<file path="config.mk">
export PLATFORM = sky130hd
export DESIGN_NAME = frame_fetch
export DESIGN_NICKNAME = d
export VERILOG_FILES = /design/src/rtl/frame_fetch.sv
export SDC_FILE = /design/constraint.sdc
export NUM_CORES = 1
export LEC_CHECK = 0
export ABC_CLOCK_PERIOD_IN_PS = 3200
export CAP_MARGIN = 20
export CORE_MARGIN = 1.5
export CORE_UTILIZATION = 54
export CTS_BUF_LIST = sky130_fd_sc_hd__clkbuf_4 sky130_fd_sc_hd__clkbuf_8 sky130_fd_sc_hd__clkbuf_16
export DETAILED_ROUTE_END_ITERATION = 8
export MAX_ROUTING_LAYER = met4
export PLACE_DENSITY = 0.81
export SLEW_MARGIN = 40
export SYNTH_ARGS = -nofsm -noshare
export SYNTH_HDL_FRONTEND = slang
export SYNTH_SLANG_ARGS = --single-unit
</file>
<file path="constraint.sdc">
create_clock -name clk -period 3.2 [get_ports clk]
set_clock_uncertainty 0.1 [all_clocks]
set_input_delay 0.48 -clock clk [delete_from_list [all_inputs] [get_ports clk]]
set_output_delay 0.48 -clock clk [all_outputs]
set_load 0.05 [all_outputs]
</file>
<file path="src/rtl/frame_fetch.sv">
// Pixel prefetch stage: fetches RGB pixels from frame memory over a req/ack port
// into a first-word-fall-through FIFO feeding the HDMI timing block.
module frame_fetch #(
    parameter int ADDR_W       = 20,
    parameter int FRAME_PIXELS = 307200,
    parameter int DEPTH        = 16
) (
    input  logic                        clk,
    input  logic                        rstn,
    input  logic                        vsync,
    input  logic                        pix_read,
    output logic [23:0]                 pix_data,
    output logic                        rd_req,
    output logic [ADDR_W-1:0]           rd_addr,
    input  logic                        rd_ack,
    input  logic [23:0]                 rd_data,
    output logic [$clog2(DEPTH):0]      fifo_level,
    output logic                        underflow,
    output logic                        frame_done
);
    localparam int PW = $clog2(DEPTH);
    localparam int LW = PW + 1;
    localparam logic [ADDR_W-1:0] LAST_ADDR = ADDR_W'(FRAME_PIXELS - 1);
    localparam logic [LW-1:0]     FULL_LVL  = LW'(DEPTH);

    typedef enum logic [1:0] {IDLE, REQ, FLUSH} state_t;

    state_t            state_q, state_d;
    logic [ADDR_W-1:0] rd_addr_q, rd_addr_d;
    logic              frame_done_q, frame_done_d;
    logic              underflow_q, underflow_d;
    logic              flush_req_q, flush_req_d;
    logic              vsync_d_q;
    logic [PW-1:0]     wr_ptr_q, wr_ptr_d, rd_ptr_q, rd_ptr_d;
    logic [LW-1:0]     level_q, level_d, level_nxt;
    logic [23:0]       mem_q [DEPTH];
    logic              vsync_fall, push, pop, flush;

    assign vsync_fall = vsync_d_q & ~vsync;

    always_comb begin
        state_d      = state_q;
        rd_addr_d    = rd_addr_q;
        frame_done_d = frame_done_q;
        flush_req_d  = flush_req_q | vsync_fall;
        push         = 1'b0;
        flush        = 1'b0;
        // FLUSH owns the cycle: reads are ignored and cannot flag underflow
        pop          = pix_read && (level_q != '0) && (state_q != FLUSH);
        underflow_d  = underflow_q | (pix_read && (level_q == '0) && (state_q != FLUSH));

        if (state_q == REQ && rd_ack && !flush_req_q) push = 1'b1;
        level_nxt = level_q + LW'(push) - LW'(pop);

        case (state_q)
            IDLE: begin
                if (flush_req_q)
                    state_d = FLUSH;
                else if (level_q < FULL_LVL && rd_addr_q <= LAST_ADDR && !frame_done_q)
                    state_d = REQ;
            end
            REQ: begin
                if (rd_ack) begin
                    if (push) begin
                        if (rd_addr_q == LAST_ADDR) frame_done_d = 1'b1;
                        else                        rd_addr_d = rd_addr_q + ADDR_W'(1);
                    end
                    if (flush_req_q)
                        state_d = FLUSH;
                    else if (level_nxt < FULL_LVL && !frame_done_d)
                        state_d = REQ;
                    else
                        state_d = IDLE;
                end
            end
            FLUSH: begin
                flush        = 1'b1;
                rd_addr_d    = '0;
                frame_done_d = 1'b0;
                flush_req_d  = vsync_fall;
                state_d      = IDLE;
            end
            default: state_d = IDLE;
        endcase

        if (flush) begin
            level_d  = '0;
            wr_ptr_d = '0;
            rd_ptr_d = '0;
        end else begin
            level_d  = level_nxt;
            wr_ptr_d = wr_ptr_q + PW'(push);
            rd_ptr_d = rd_ptr_q + PW'(pop);
        end
    end

    always_ff @(posedge clk) begin
        if (!rstn) begin
            state_q      <= IDLE;
            rd_addr_q    <= '0;
            frame_done_q <= 1'b0;
            underflow_q  <= 1'b0;
            flush_req_q  <= 1'b0;
            vsync_d_q    <= 1'b1;
            wr_ptr_q     <= '0;
            rd_ptr_q     <= '0;
            level_q      <= '0;
        end else begin
            state_q      <= state_d;
            rd_addr_q    <= rd_addr_d;
            frame_done_q <= frame_done_d;
            underflow_q  <= underflow_d;
            flush_req_q  <= flush_req_d;
            vsync_d_q    <= vsync;
            wr_ptr_q     <= wr_ptr_d;
            rd_ptr_q     <= rd_ptr_d;
            level_q      <= level_d;
        end
    end

    // Storage needs no reset; the level counter gates visibility
    always_ff @(posedge clk) begin
        if (push) mem_q[wr_ptr_q] <= rd_data;
    end

    assign pix_data   = (level_q != '0) ? mem_q[rd_ptr_q] : 24'h000000;
    assign rd_req     = (state_q == REQ);
    assign rd_addr    = rd_addr_q;
    assign fifo_level = level_q;
    assign underflow  = underflow_q;
    assign frame_done = frame_done_q;
endmodule

</file>
==> run metrics <==
status=finished clean; crit share post-route=96.6%; Filler cells=2001; GRT overflow=0; vias=8626; Cell variety after synth=51; max-cap violations=0; type of origin of the critical path=flip-flop; Post-Synthesis Cells=848; vias in the first global route=between 8k and 9k; cell leakage power=0.00619 µW; yosys warns=0; commonest non-fill, non-tap cell in the layout=edfxtp_1; 1st-pass router iterations=4; internal reg-to-reg setup slack=about 0.4 ns; post-layout net count=1020; Worst Path Required=around 2.6 ns; number of synthesized flops with an enable pin=384; Top FF cell, synth=edfxtp_1; setup violators final=0; clock network power share=31.7%; average wire per standard cell=24.9 µm; Internal=between 10000 and 15000 µW; Die ar.=roughly 32000 µm²; I/O Buffers=80; syn_area_per_cell=approximately 20 µm²; # diodes=0; final wirelength=35.0 mm; die height=179 µm; Fin. Hold Viols=0; global-route wire length before repair=52.3 mm; die width=between 150 and 200 µm; Synthesized Nets=887; Hold/Removal Path Class=flip-flop to flip-flop; synthesized area=about 17000 µm²; met1 WL=between 10 and 15 mm; metal3 WL=2.26 mm; commonest cells after routing, fill and taps aside=edfxtp_1, mux4_2, buf_4; relative slew slack=51.1%; Reg clk slew, reported paths=approximately 0.06 ns; RSZ-0062 raised after global routing=no; slew at the pin with the worst max-slew slack=approximately 0.73 ns; final core occ=64.8%; fraction of layout cells with a size suffix above 1=26.5%; CTS Root Cell=clkbuf_16; GPL Wtd Cong=0.802; Slew Viols, Final=0; Sw Share=28.4%; Site Rows=64; hpwl dp=20.2 mm; Critical Path AT=2.51 ns; Setup TNS=0 ns; VDD IR max=between 0.3 and 0.4 mV; Clock Latency Late Sink=between 0.5 and 0.6 ns; DRC Markers=0; post-layout minimum cycle time=a little over 3 ns; initial drt markers=782; sequential-to-total area share from yosys stat=74.0%; CP Class=flip-flop to output port; Max clock buf depth=3; crit end category=output port; Area after DPL=about 18000 µm²; number of buffers created by CTS=41; area delta synth->final=18.5%; Power per Cell Area=around 730 nW/µm²; reported net switching power=4100 µW; fin area=19700 µm²; Core Box Area=30400 µm²; initial antenna violation count=0; Max Clk Rate=323 MHz; Comb power frac=between 20% and 30%; Starting Density=54.7%; GRT Overall Usage=a little under a quarter; routed vias/inst=approximately 6.1; met2 wire length=18.0 mm; Worst Path Max Fanout=34; highest metal used=met4; register bit count reported by yosys=423; clk sinks=423; Synth async-reset ratio=0%; H-tree levels=2; post-route ant nets=0; CTS tree=built; sequential power share=43.0%; largest net degree at the start of global routing=35; io pins=81
## sequential cells by signal (all words and copies together) (netlist names)
signal / flops
mem_q: 384
rd_addr: 20
fifo_level: 5
rd_ptr_q: 4
wr_ptr_q: 4
state_q: 2
flush_req_q: 1
frame_done: 1
underflow: 1
vsync_d_q: 1
## area by class of cell
cell class	instances	area, µm²	area share, %
multi-input combinational	371	4220	21.4
clock buffer	55	1170	5.92
inverter	10	37.5	0.190
tap	396	495	2.51
sequential	423	12300	62.5
clock inverter	17	108	0.546
timing repair buffer	134	1360	6.91
## power by group through the flow
stage               Combinational, µW  Sequential (µW)  Clock (µW)
global route                     3860             6220        4840
CTS                              3490             6240        4630
detailed placement               3370             6350           0
floorplan                        2380             6360           0
global placement                 3330             6340           0
finish                           3660             6210        4580
## synthesized netlist by cell type, drive strengths merged, types with 5 or more instances
cell type | number | area share [%]
a21oi | 14 | 0.42
and3 | 5 | 0.19
buf | 16 | 0.45
clkbuf | 28 | 0.63
dfxtp | 39 | 4.7
edfxtp | 384 | 69
ha | 9 | 0.68
inv | 10 | 0.23
mux2i | 56 | 3.4
mux4 | 96 | 13
nand2 | 33 | 0.74
nand2b | 6 | 0.23
nand3 | 9 | 0.27
nand4 | 7 | 0.35
nor2 | 30 | 0.68
nor3 | 6 | 0.18
o21ai | 8 | 0.24
o22ai | 24 | 0.90
or3 | 11 | 0.41
or4 | 5 | 0.25
xnor2 | 6 | 0.32
## logic make-up (layout without fill, tap and decap cells)
logic type	Yosys count	in the layout	share of synthesized area [%]
and+or+nand+nor	129	129	4.20
AOI/OAI and AO/OA	72	72	2.90
adders and majority gates	10	10	0.797
xor gates and xnor gates	8	8	0.421
muxes	152	152	16.4
DFF	423	423	74.0
buffers and inverters	54	216	1.31
## path summary, 6_finish.rpt
kind                       startpoint                      end  depth (start not counted)
max            rd_ptr_q[1]$_SDFF_PP0_             pix_data[11]                          5
min              underflow$_SDFF_PN0_     underflow$_SDFF_PN0_                          1
max reg2reg  fifo_level[3]$_SDFF_PP0_  state_q[0]$_SDFFE_PN0P_                         11
min reg2reg      underflow$_SDFF_PN0_     underflow$_SDFF_PN0_                          1
## per-stage QoR
stage	total power, µW	setup slack (ns)	hold WS, ns	cells
floorplan	8740	0.0599	0.326	848
global placement	9670	0.297	0.333	1326
detailed placement	9720	0.195	0.362	1326
CTS	14400	0.0245	0.371	1399
global route	14900	0.0526	0.384	1406
finish	14400	0.108	0.369	1406
## routing by layer
layer	up-vias	track usage (%)
met3	44	3.88
met2	330	38.5
met5	-	-
li1	3772	-
met1	4480	29.9
met4	0	5.56
## critical path, stage by stage, from the launching register on
cell and delay (ns):
dfxtp_4 0.73, buf_4 0.36, mux4_2 0.33, mux2i_1 0.24
o22ai_1 0.11, buf_4 0.19
## what timing repair did
action                                  CTS  global route
endpoints found under the setup margin   24            11
hold buffers                              0             0
gates cloned                              1             1
buffers inserted                          0             6
gates resized for setup                   7             4
pin swaps                                 0             0
(Power assumes the default switching activity.)
